==> config.mk <==
export PLATFORM = sky130hd
export DESIGN_NAME = seg_scan_ctrl
export DESIGN_NICKNAME = d
export VERILOG_FILES = /design/src/rtl/seg_scan_ctrl.sv
export SDC_FILE = /design/constraint.sdc
export NUM_CORES = 1
export LEC_CHECK = 0
export ABC_AREA = 1
export CAP_MARGIN = 20
export CORE_AREA = 2 2 138 140
export CTS_BUF_LIST = sky130_fd_sc_hd__clkbuf_2
export DETAILED_ROUTE_END_ITERATION = 7
export DIE_AREA = 0 0 140 142
export PLACE_DENSITY = 0.4
export SLEW_MARGIN = 0
export SYNTH_ARGS = -nofsm -noshare
export SYNTH_HDL_FRONTEND = slang
export SYNTH_SLANG_ARGS = --single-unit
export TNS_END_PERCENT = 100
==> constraint.sdc <==
create_clock -name clk -period 12.28 [get_ports clk]
set_input_delay 1.842 -clock clk [delete_from_list [all_inputs] [get_ports clk]]
set_output_delay 1.842 -clock clk [all_outputs]
set_load 0.03 [all_outputs]
==> src/rtl/seg_scan_ctrl.sv <==
// seg_scan_ctrl - scan scheduler for an 8-digit multiplexed 7-segment display.
//
// One shared 4-bit digit bus is time-sliced across 8 active-low digit enables.
// Each slot of DIV cycles starts with GUARD blank cycles (anti-ghosting). Then
// the digit is lit for a brightness-dependent ON window and dark for the rest
// of the slot. The 32-bit display word is captured once per frame, so a frame
// never mixes old and new digits.
//
// Build option: define SEG_LZB_EN to enable leading-zero blanking. Leading
// zero digits 7..1 of the frame snapshot stay dark through their ON window.
// Digit 0 is always lit.
//
// Ports
//   clk          in   system clock, posedge
//   rst          in   synchronous active-high reset
//   en           in   1 = scanning, 0 = dark / idle
//   data[31:0]   in   packed digits, data[4k+3:4k] = digit k (k=0 rightmost)
//   brightness   in   duty level 0..15, sampled at each slot start
//   sel[2:0]     out  digit index of the current slot
//   an[7:0]      out  digit enables, active-low, at most one bit low
//   digit[3:0]   out  snapshot nibble for digit sel
//   frame_start  out  one-cycle pulse as slot 0 of a new frame begins
//
// State table
//   state    | meaning
//   ST_IDLE  | not scanning, all digits dark
//   ST_GUARD | cnt < GUARD, blank lead-in of a slot
//   ST_ON    | GUARD <= cnt < on_end, digit sel driven
//   ST_OFF   | on_end <= cnt < DIV, dark remainder of the slot
module seg_scan_ctrl #(
  parameter int DIV   = 1000,
  parameter int GUARD = 16,
  parameter int CW    = 16
) (
  input  logic        clk,
  input  logic        rst,
  input  logic        en,
  input  logic [31:0] data,
  input  logic [3:0]  brightness,
  output logic [2:0]  sel,
  output logic [7:0]  an,
  output logic [3:0]  digit,
  output logic        frame_start
);

  localparam int OW = CW + 5;
  localparam logic [OW-1:0] SPAN     = OW'(DIV - GUARD);
  localparam logic [OW-1:0] GUARD_W  = OW'(GUARD);
  localparam logic [CW-1:0] CNT_LAST = CW'(DIV - 1);

  typedef enum logic [1:0] {ST_IDLE, ST_GUARD, ST_ON, ST_OFF} state_t;

  state_t        state, state_d;
  logic [CW-1:0] cnt, cnt_d;
  logic [2:0]    sel_d;
  logic [7:0]    an_d;
  logic [3:0]    digit_d;
  logic          fs_d;
  logic [31:0]   snap, snap_d;
  logic [3:0]    bri_q, bri_d;
  logic [OW-1:0] on_prod, on_end;
  logic [OW-1:0] cnt_w;
  logic          digit_lit;

`ifdef SEG_LZB_EN
  logic [7:0] lzb_mask, lzb_mask_d;

  // Bit k set when digits 7..k of the word are all zero; bit 0 never set.
  function automatic logic [7:0] lzb_calc(input logic [31:0] w);
    logic z;
    lzb_calc = 8'h00;
    z = 1'b1;
    for (int k = 7; k >= 1; k--) begin
      z = z & (w[4*k +: 4] == 4'd0);
      lzb_calc[k] = z;
    end
  endfunction
`endif

  always_ff @(posedge clk) begin
    if (rst) begin
      state       <= ST_IDLE;
      cnt         <= '0;
      sel         <= 3'd0;
      an          <= 8'hFF;
      digit       <= 4'd0;
      frame_start <= 1'b0;
      snap        <= 32'd0;
      bri_q       <= 4'd0;
`ifdef SEG_LZB_EN
      lzb_mask    <= 8'h00;
`endif
    end else begin
      state       <= state_d;
      cnt         <= cnt_d;
      sel         <= sel_d;
      an          <= an_d;
      digit       <= digit_d;
      frame_start <= fs_d;
      snap        <= snap_d;
      bri_q       <= bri_d;
`ifdef SEG_LZB_EN
      lzb_mask    <= lzb_mask_d;
`endif
    end
  end

  always_comb begin
    cnt_d     = cnt;
    sel_d     = sel;
    snap_d    = snap;
    fs_d      = 1'b0;
    bri_d     = bri_q;
    state_d   = state;
    digit_lit = 1'b1;

    // Brightness is taken once per slot so the ON window is stable within it.
    if (cnt == '0)
      bri_d = brightness;

    if (!en) begin
      cnt_d = '0;
      sel_d = 3'd0;
    end else if (state == ST_IDLE) begin
      cnt_d  = '0;
      sel_d  = 3'd0;
      snap_d = data;
      fs_d   = 1'b1;
    end else if (cnt == CNT_LAST) begin
      cnt_d = '0;
      sel_d = sel + 3'd1;
      if (sel == 3'd7) begin
        snap_d = data;
        fs_d   = 1'b1;
      end
    end else begin
      cnt_d = cnt + 1'b1;
    end

    // Widened so bri=15 lands exactly on DIV with no truncation.
    on_prod = (OW'(bri_d) + OW'(1)) * SPAN;
    on_end  = GUARD_W + (on_prod >> 4);
    cnt_w   = OW'(cnt_d);

    // Phase is derived from the post-edge count so outputs line up with it.
    if (!en)
      state_d = ST_IDLE;
    else if (cnt_w < GUARD_W)
      state_d = ST_GUARD;
    else if (cnt_w < on_end)
      state_d = ST_ON;
    else
      state_d = ST_OFF;

`ifdef SEG_LZB_EN
    lzb_mask_d = lzb_mask;
    if (fs_d)
      lzb_mask_d = lzb_calc(snap_d);
    digit_lit = !lzb_mask_d[sel_d];
`endif

    an_d    = (state_d == ST_ON && digit_lit) ? ~(8'b1 << sel_d) : 8'hFF;
    digit_d = snap_d[{sel_d, 2'b00} +: 4];
  end

endmodule

==> run_results.csv, run 1 <==
group,metric,value,unit
run_status,outcome,"finished with violations",
run_status,failed_checks,"DRC",
power_and_ir_drop,power_density,126,mW/mm^2
synth,ys.flop_type,"dfxtp_1",
sta,finalCriticalPeriod,6900,ps
place,gp_congestion,0.799,
floorplanning,ios,55,
job,max_cap_viol_count,0,
cts,cts_inserted_buffers,9,
drt,drtIter0Drc,137,
synth,yosysUniqueCellTypes,35,
finish,final_area,0.00539,sq mm
sta,fin_tns_setup,0,ps
setup_path,max_stage_delay,510,ps
synth,ys_warn_count,0,
floorplanning,initial_core_util,0.244,
setup_path,cp.arrival,7360,ps
floorplanning,die_w,140,um
sta,slew_headroom,0.383,
place,portBuffers,54,
sta,maxSlewViolCount,0,
drt,first_pass_iters,6,
sta,holdWs,488,ps
sta,clock-skew-final,36.7,ps
drt,antenna_left,0,
synth,synth_nets,742,
cts,clk_pin_slew,230,ps
place,post-place-ws,4800,ps
drt,routed_wl,12000,um
synth,ys_seq_area_frac,0.311,
drt,drc_errors,8,
cts,tritoncts,"yes",
setup_path,worstPathRequired,12740,ps
finish,drive_gt1_frac,0.0590,
setup_path,path_max_fanout,8,
grt,grt_overflow,0,
drt,routed_via_density,4.30,
setup_path,cpMaxStageDelayCell,"fa_1",
synth,synth_edf_count,0,
cts,cts_root_buf,"clkbuf_2",
grt,grt_pass1_vias,4175,
finish,utilization,0.292,
sta,worst_pin_slew,923,ps
floorplanning,core,0.0185,sq mm
setup_path,r2r_setup_slack,6020,ps
cts,cts_resized,0,
floorplanning,dieArea,0.0199,sq mm
worst_hold_path,worstHoldPathType,"register to register",
setup_path,path_depth,25,
finish,fin_nets,796,
finish,fill_cells,2063,
finish,syn2layout_area_growth,19.7,%
finish,final_common_cell,"nand2_1",
drt,vias,4071,
sta,finalHoldViolCount,0,
setup_path,critPathBufInv,5,
sta,finalCritPeriodShare,0.562,
synth,postSynthAreaPerCell,6.88,sq um
sta,finalWorstSetupSlack,5380,ps
cts,clk_latency,570,ps
sta,setup_viol,0,
synth,netlist_area,0.00450,sq mm
cts,cts_buffer_depth,2,
sta,fmax,0.145,GHz
power_and_ir_drop,max-vdd-ir-drop,59.7,uV
setup_path,path_delay_family,"adder cells",
grt,grt_start_max_net_pins,58,
synth,synth_seq_cells,70,
cts,htreeDepth,3,
place,hpwl,9350,um
sta,rsz0062_at_grt,"no",
place,placed_cell_area,0.00527,sq mm
drt,wl_per_cell,12.6,um
cts,cts_setup_buffers,0,
floorplanning,core.rowCount,50,
synth,async_flop_share,0,
grt,grt_pass1_wl,20400,um
grt,grt_usage,0.129,
setup_path,rr_worst_depth,29,
grt,antenna_found_initial,1,
setup_path,critPathLaunchType,"input pin",
cts,cts.sinks,70,
setup_path,path_class,"input pin to register",
worst_hold_path,min_path_cells,2,
power_and_ir_drop,leakage,0.00275,uW
setup_path,worstSetupEndpointType,"register",
floorplanning,die_h,142,um
synth,syn_inst,654,
cts,cts_hold_buf,0,
finish,final_cell_mix,"nand2_1, inv_1, nor2_1",
setup_path,crit_path_frequent_cell,"inv_1",
-- cells in the mapped netlist (4+ instances only) --
cell,count,area (sq um)
nand4_1,7,43.8
nor2_2,6,37.5
nor2_1,90,338
inv_1,106,398
clkbuf_1,7,26.3
o21ai_1,21,105
nor3_1,10,50.1
xor2_1,9,78.8
nand2_1,152,571
a21oi_1,18,90.1
nand3_1,39,195
fa_1,7,140
o21a_1,13,97.6
o21ai_0,8,40.0
buf_2,4,20.0
nand2_2,5,31.3
inv_2,5,18.8
xnor2_1,6,52.6
ha_1,42,526
a21o_1,4,30.0
dfxtp_1,70,1400
-- flip-flops by register name, indices dropped and copies added, names as in the netlist --
register	count
state	2
cnt	16
frame_start	1
digit	4
sel	3
an	8
bri_q	4
snap	32
-- cell families after synthesis --
logic type,synth area share
AND/OR/NAND/NOR,0.300
buffers and inverters,0.110
AO/OA/AOI/OAI,0.101
flip-flops,0.311
adder cells (fa/ha/maj),0.148
XOR/XNOR,0.0292
-- routing by layer --
metal | vias up | GRT usage | wire (um)
li1 | 2155 | - | -
met1 | 1836 | 0.153 | 5540
met2 | 67 | 0.227 | 5720
met3 | 13 | 0.0313 | 474
met4 | 0 | 0.0441 | 238
met5 | - | 0 | 0
-- where the power goes --
part	switching [uW]	internal (uW)
combinational	176	128
clock	92.6	45.3
sequential	2.24	237
total	271	410
-- tightest hold or removal path, stage by stage (launching register included) --
cell	delay [ps]
dfxtp_1	350
nand2_1	70
a21oi_1	60
-- worst paths after layout --
check	end	from
max	an[7]$_SDFF_PP1_	brightness[2]
min	snap[16]$_SDFF_PP0_	snap[16]$_SDFF_PP0_
max reg2reg	an[7]$_SDFF_PP1_	cnt[0]$_SDFF_PP0_
min reg2reg	snap[16]$_SDFF_PP0_	snap[16]$_SDFF_PP0_
-- stage by stage --
step	std cells	power, uW
floorplan	654	478
global placement	931	547
detailed placement	931	550
CTS	946	696
global route	947	755
finish	947	681
-- layout make-up --
class | count | area [sq um] | area share
multi-input combinational | 457 | 2600 | 0.483
clock buffer | 9 | 45.0 | 0.00836
tap | 234 | 293 | 0.0544
antenna | 1 | 2.50 | 0.000465
clock inverter | 6 | 63.8 | 0.0118
timing repair buffer | 56 | 551 | 0.102
inverter | 114 | 428 | 0.0795
sequential | 70 | 1400 | 0.260
Note: power is estimated with default switching activity, not from simulation.
==> run 2: changes to the inputs <==
--- a/config.mk
+++ b/config.mk
@@ -11,7 +11,7 @@
 export CTS_BUF_LIST = sky130_fd_sc_hd__clkbuf_2
 export DETAILED_ROUTE_END_ITERATION = 7
 export DIE_AREA = 0 0 140 142
-export PLACE_DENSITY = 0.4
+export PLACE_DENSITY = 0.41
 export SLEW_MARGIN = 0
 export SYNTH_ARGS = -nofsm -noshare
 export SYNTH_HDL_FRONTEND = slang
==> constraint.sdc (replaced) <==
create_clock -name clk -period 5.56 [get_ports clk]
set_input_delay 0.834 -clock clk [delete_from_list [all_inputs] [get_ports clk]]
set_output_delay 0.834 -clock clk [all_outputs]
set_load 0.03 [all_outputs]
==> run_results.csv, run 2 (synthesis results as in run 1) <==
group,metric,value,unit
finish,regMostFlops,"snap",
grt,grt_pass1_wl,20600,um
cts,htreeDepth,3,
setup_path,cp.arrival,5840,ps
floorplanning,initial_core_util,0.244,
drt,routed_via_density,4.25,
floorplanning,core,0.0185,sq mm
floorplanning,dieArea,0.0199,sq mm
drt,routed_wl,12400,um
sta,setup_viol,0,
floorplanning,core.rowCount,50,
drt,first_pass_iters,7,
cts,cts_buffer_depth,2,
sta,fin_tns_setup,0,ps
cts,cts.sinks,70,
finish,syn2layout_area_growth,35.4,%
setup_path,cpMaxStageDelayCell,"fa_2",
power_and_ir_drop,power,1860,uW
cts,cts_root_buf,"clkbuf_2",
drt,antenna_left,0,
power_and_ir_drop,power_density,305,mW/mm^2
setup_path,critPathLaunchType,"register",
job,max_cap_viol_count,0,
sta,fmax,0.186,GHz
place,post-place-ws,-409,ps
sta,finalCriticalPeriod,5380,ps
drt,vias,4251,
grt,antenna_found_initial,0,
setup_path,worstPathRequired,6030,ps
grt,grt_pass1_vias,4349,
sta,finalCritPeriodShare,0.967,
place,gp_congestion,0.799,
floorplanning,die_w,140,um
grt,grt_overflow,0,
cts,cts_hold_buf,0,
sta,finalWorstSetupSlack,183,ps
run_status,failed_checks,"DRC",
cts,cts_inserted_buffers,9,
setup_path,worstSetupEndpointType,"register",
finish,drive_gt1_frac,0.198,
finish,largestRegisters,"snap x32, cnt x16, an x8",
drt,drtIter0Drc,185,
setup_path,path_max_fanout,8,
cts,clk_latency,580,ps
finish,final_cell_mix,"nand2_1, inv_1, nor2_1",
finish,fin_nets,849,
sta,maxSlewViolCount,0,
setup_path,path_class,"register to register",
place,hpwl,9570,um
run_status,outcome,"finished with violations",
grt,grt_usage,0.129,
floorplanning,die_h,142,um
sta,slew_headroom,0.374,
finish,largest_register_ffs,32,
sta,clock-skew-final,58.2,ps
setup_path,max_stage_delay,570,ps
finish,diodes,0,
place,portBuffers,54,
power_and_ir_drop,leakage,0.00305,uW
sta,holdWs,487,ps
grt,grt_start_max_net_pins,58,
drt,wl_per_cell,12.4,um
finish,final_common_cell,"nand2_1",
sta,finalHoldViolCount,0,
cts,tritoncts,"yes",
cts,clk_pin_slew,260,ps
floorplanning,ios,55,
worst_hold_path,worstHoldPathType,"register to register",
drt,drc_errors,9,
power_and_ir_drop,max-vdd-ir-drop,139,uV
sta,worst_pin_slew,935,ps
==> run 2: changes by cell type in the layout (fill, tap and decap cells not counted), sizes merged <==
| cell | previous run | this run |
|---|---|---|
| buf | 3 | 56 |
| bufinv | 1 | 0 |
| diode | 1 | 0 |
| clkinv | 6 | 5 |
| clkinvlp | 2 | 1 |
| inv | 111 | 115 |
==> run 2: where the power goes <==
group | internal [uW] | total, uW | switching [uW]
Combinational | 546 | 1040 | 492
Sequential | 524 | 529 | 5.06
Clock | 68.7 | 294 | 225
Total | 1140 | 1860 | 722
==> run 2: per-stage QoR <==
step / utilization / cells / area, sq um
after global routing: 0.330 / 1000 / 6090
after detailed placement: 0.305 / 978 / 5630
after floorplan: - / 654 / 4500
after global placement: 0.305 / 978 / 5630
after CTS: 0.313 / 994 / 5780
final: 0.330 / 1000 / 6090
==> run 2: final timing paths <==
kind                  startpoint             endpoint  slack, ps  cells past startpoint
max            cnt[0]$_SDFF_PP0_     an[4]$_SDFF_PP1_        180                     31
min          snap[13]$_SDFF_PP0_  snap[13]$_SDFF_PP0_        490                      2
max reg2reg    cnt[0]$_SDFF_PP0_     an[4]$_SDFF_PP1_        180                     31
min reg2reg  snap[13]$_SDFF_PP0_  snap[13]$_SDFF_PP0_        490                      2
==> run 2: critical path: cells and delay by family, from the launching register on <==
family	cells	cell delay, ps
flip-flops	1	390
buffers and inverters	8	810
AO/OA/AOI/OAI	4	630
adder cells (fa/ha/maj)	6	1930
XOR/XNOR	3	570
AND/OR/NAND/NOR	10	960
==> run 2: routing by layer <==
layer	GRT usage	up-vias	wire length, um
li1	-	2249	-
met1	0.159	1929	5990
met2	0.227	61	5860
met3	0.0316	12	419
met4	0.0351	0	149
met5	0	-	0
==> run 2: timing repair <==
item / in CTS / in global routing
resized for setup: 12 / 63
pin swaps: 3 / 28
setup endpoints to repair: 9 / 9
buffers inserted: 0 / 6
==> run 2: layout make-up <==
class                           count  area [sq um]
Timing Repair Buffer              109           983
Multi-Input combinational cell    457          2870
Tap cell                          234           293
Clock inverter                      7          62.6
Fill cell                        1976         12400
Clock buffer                        9          45.0
Inverter                          114           428
Sequential cell                    70          1410
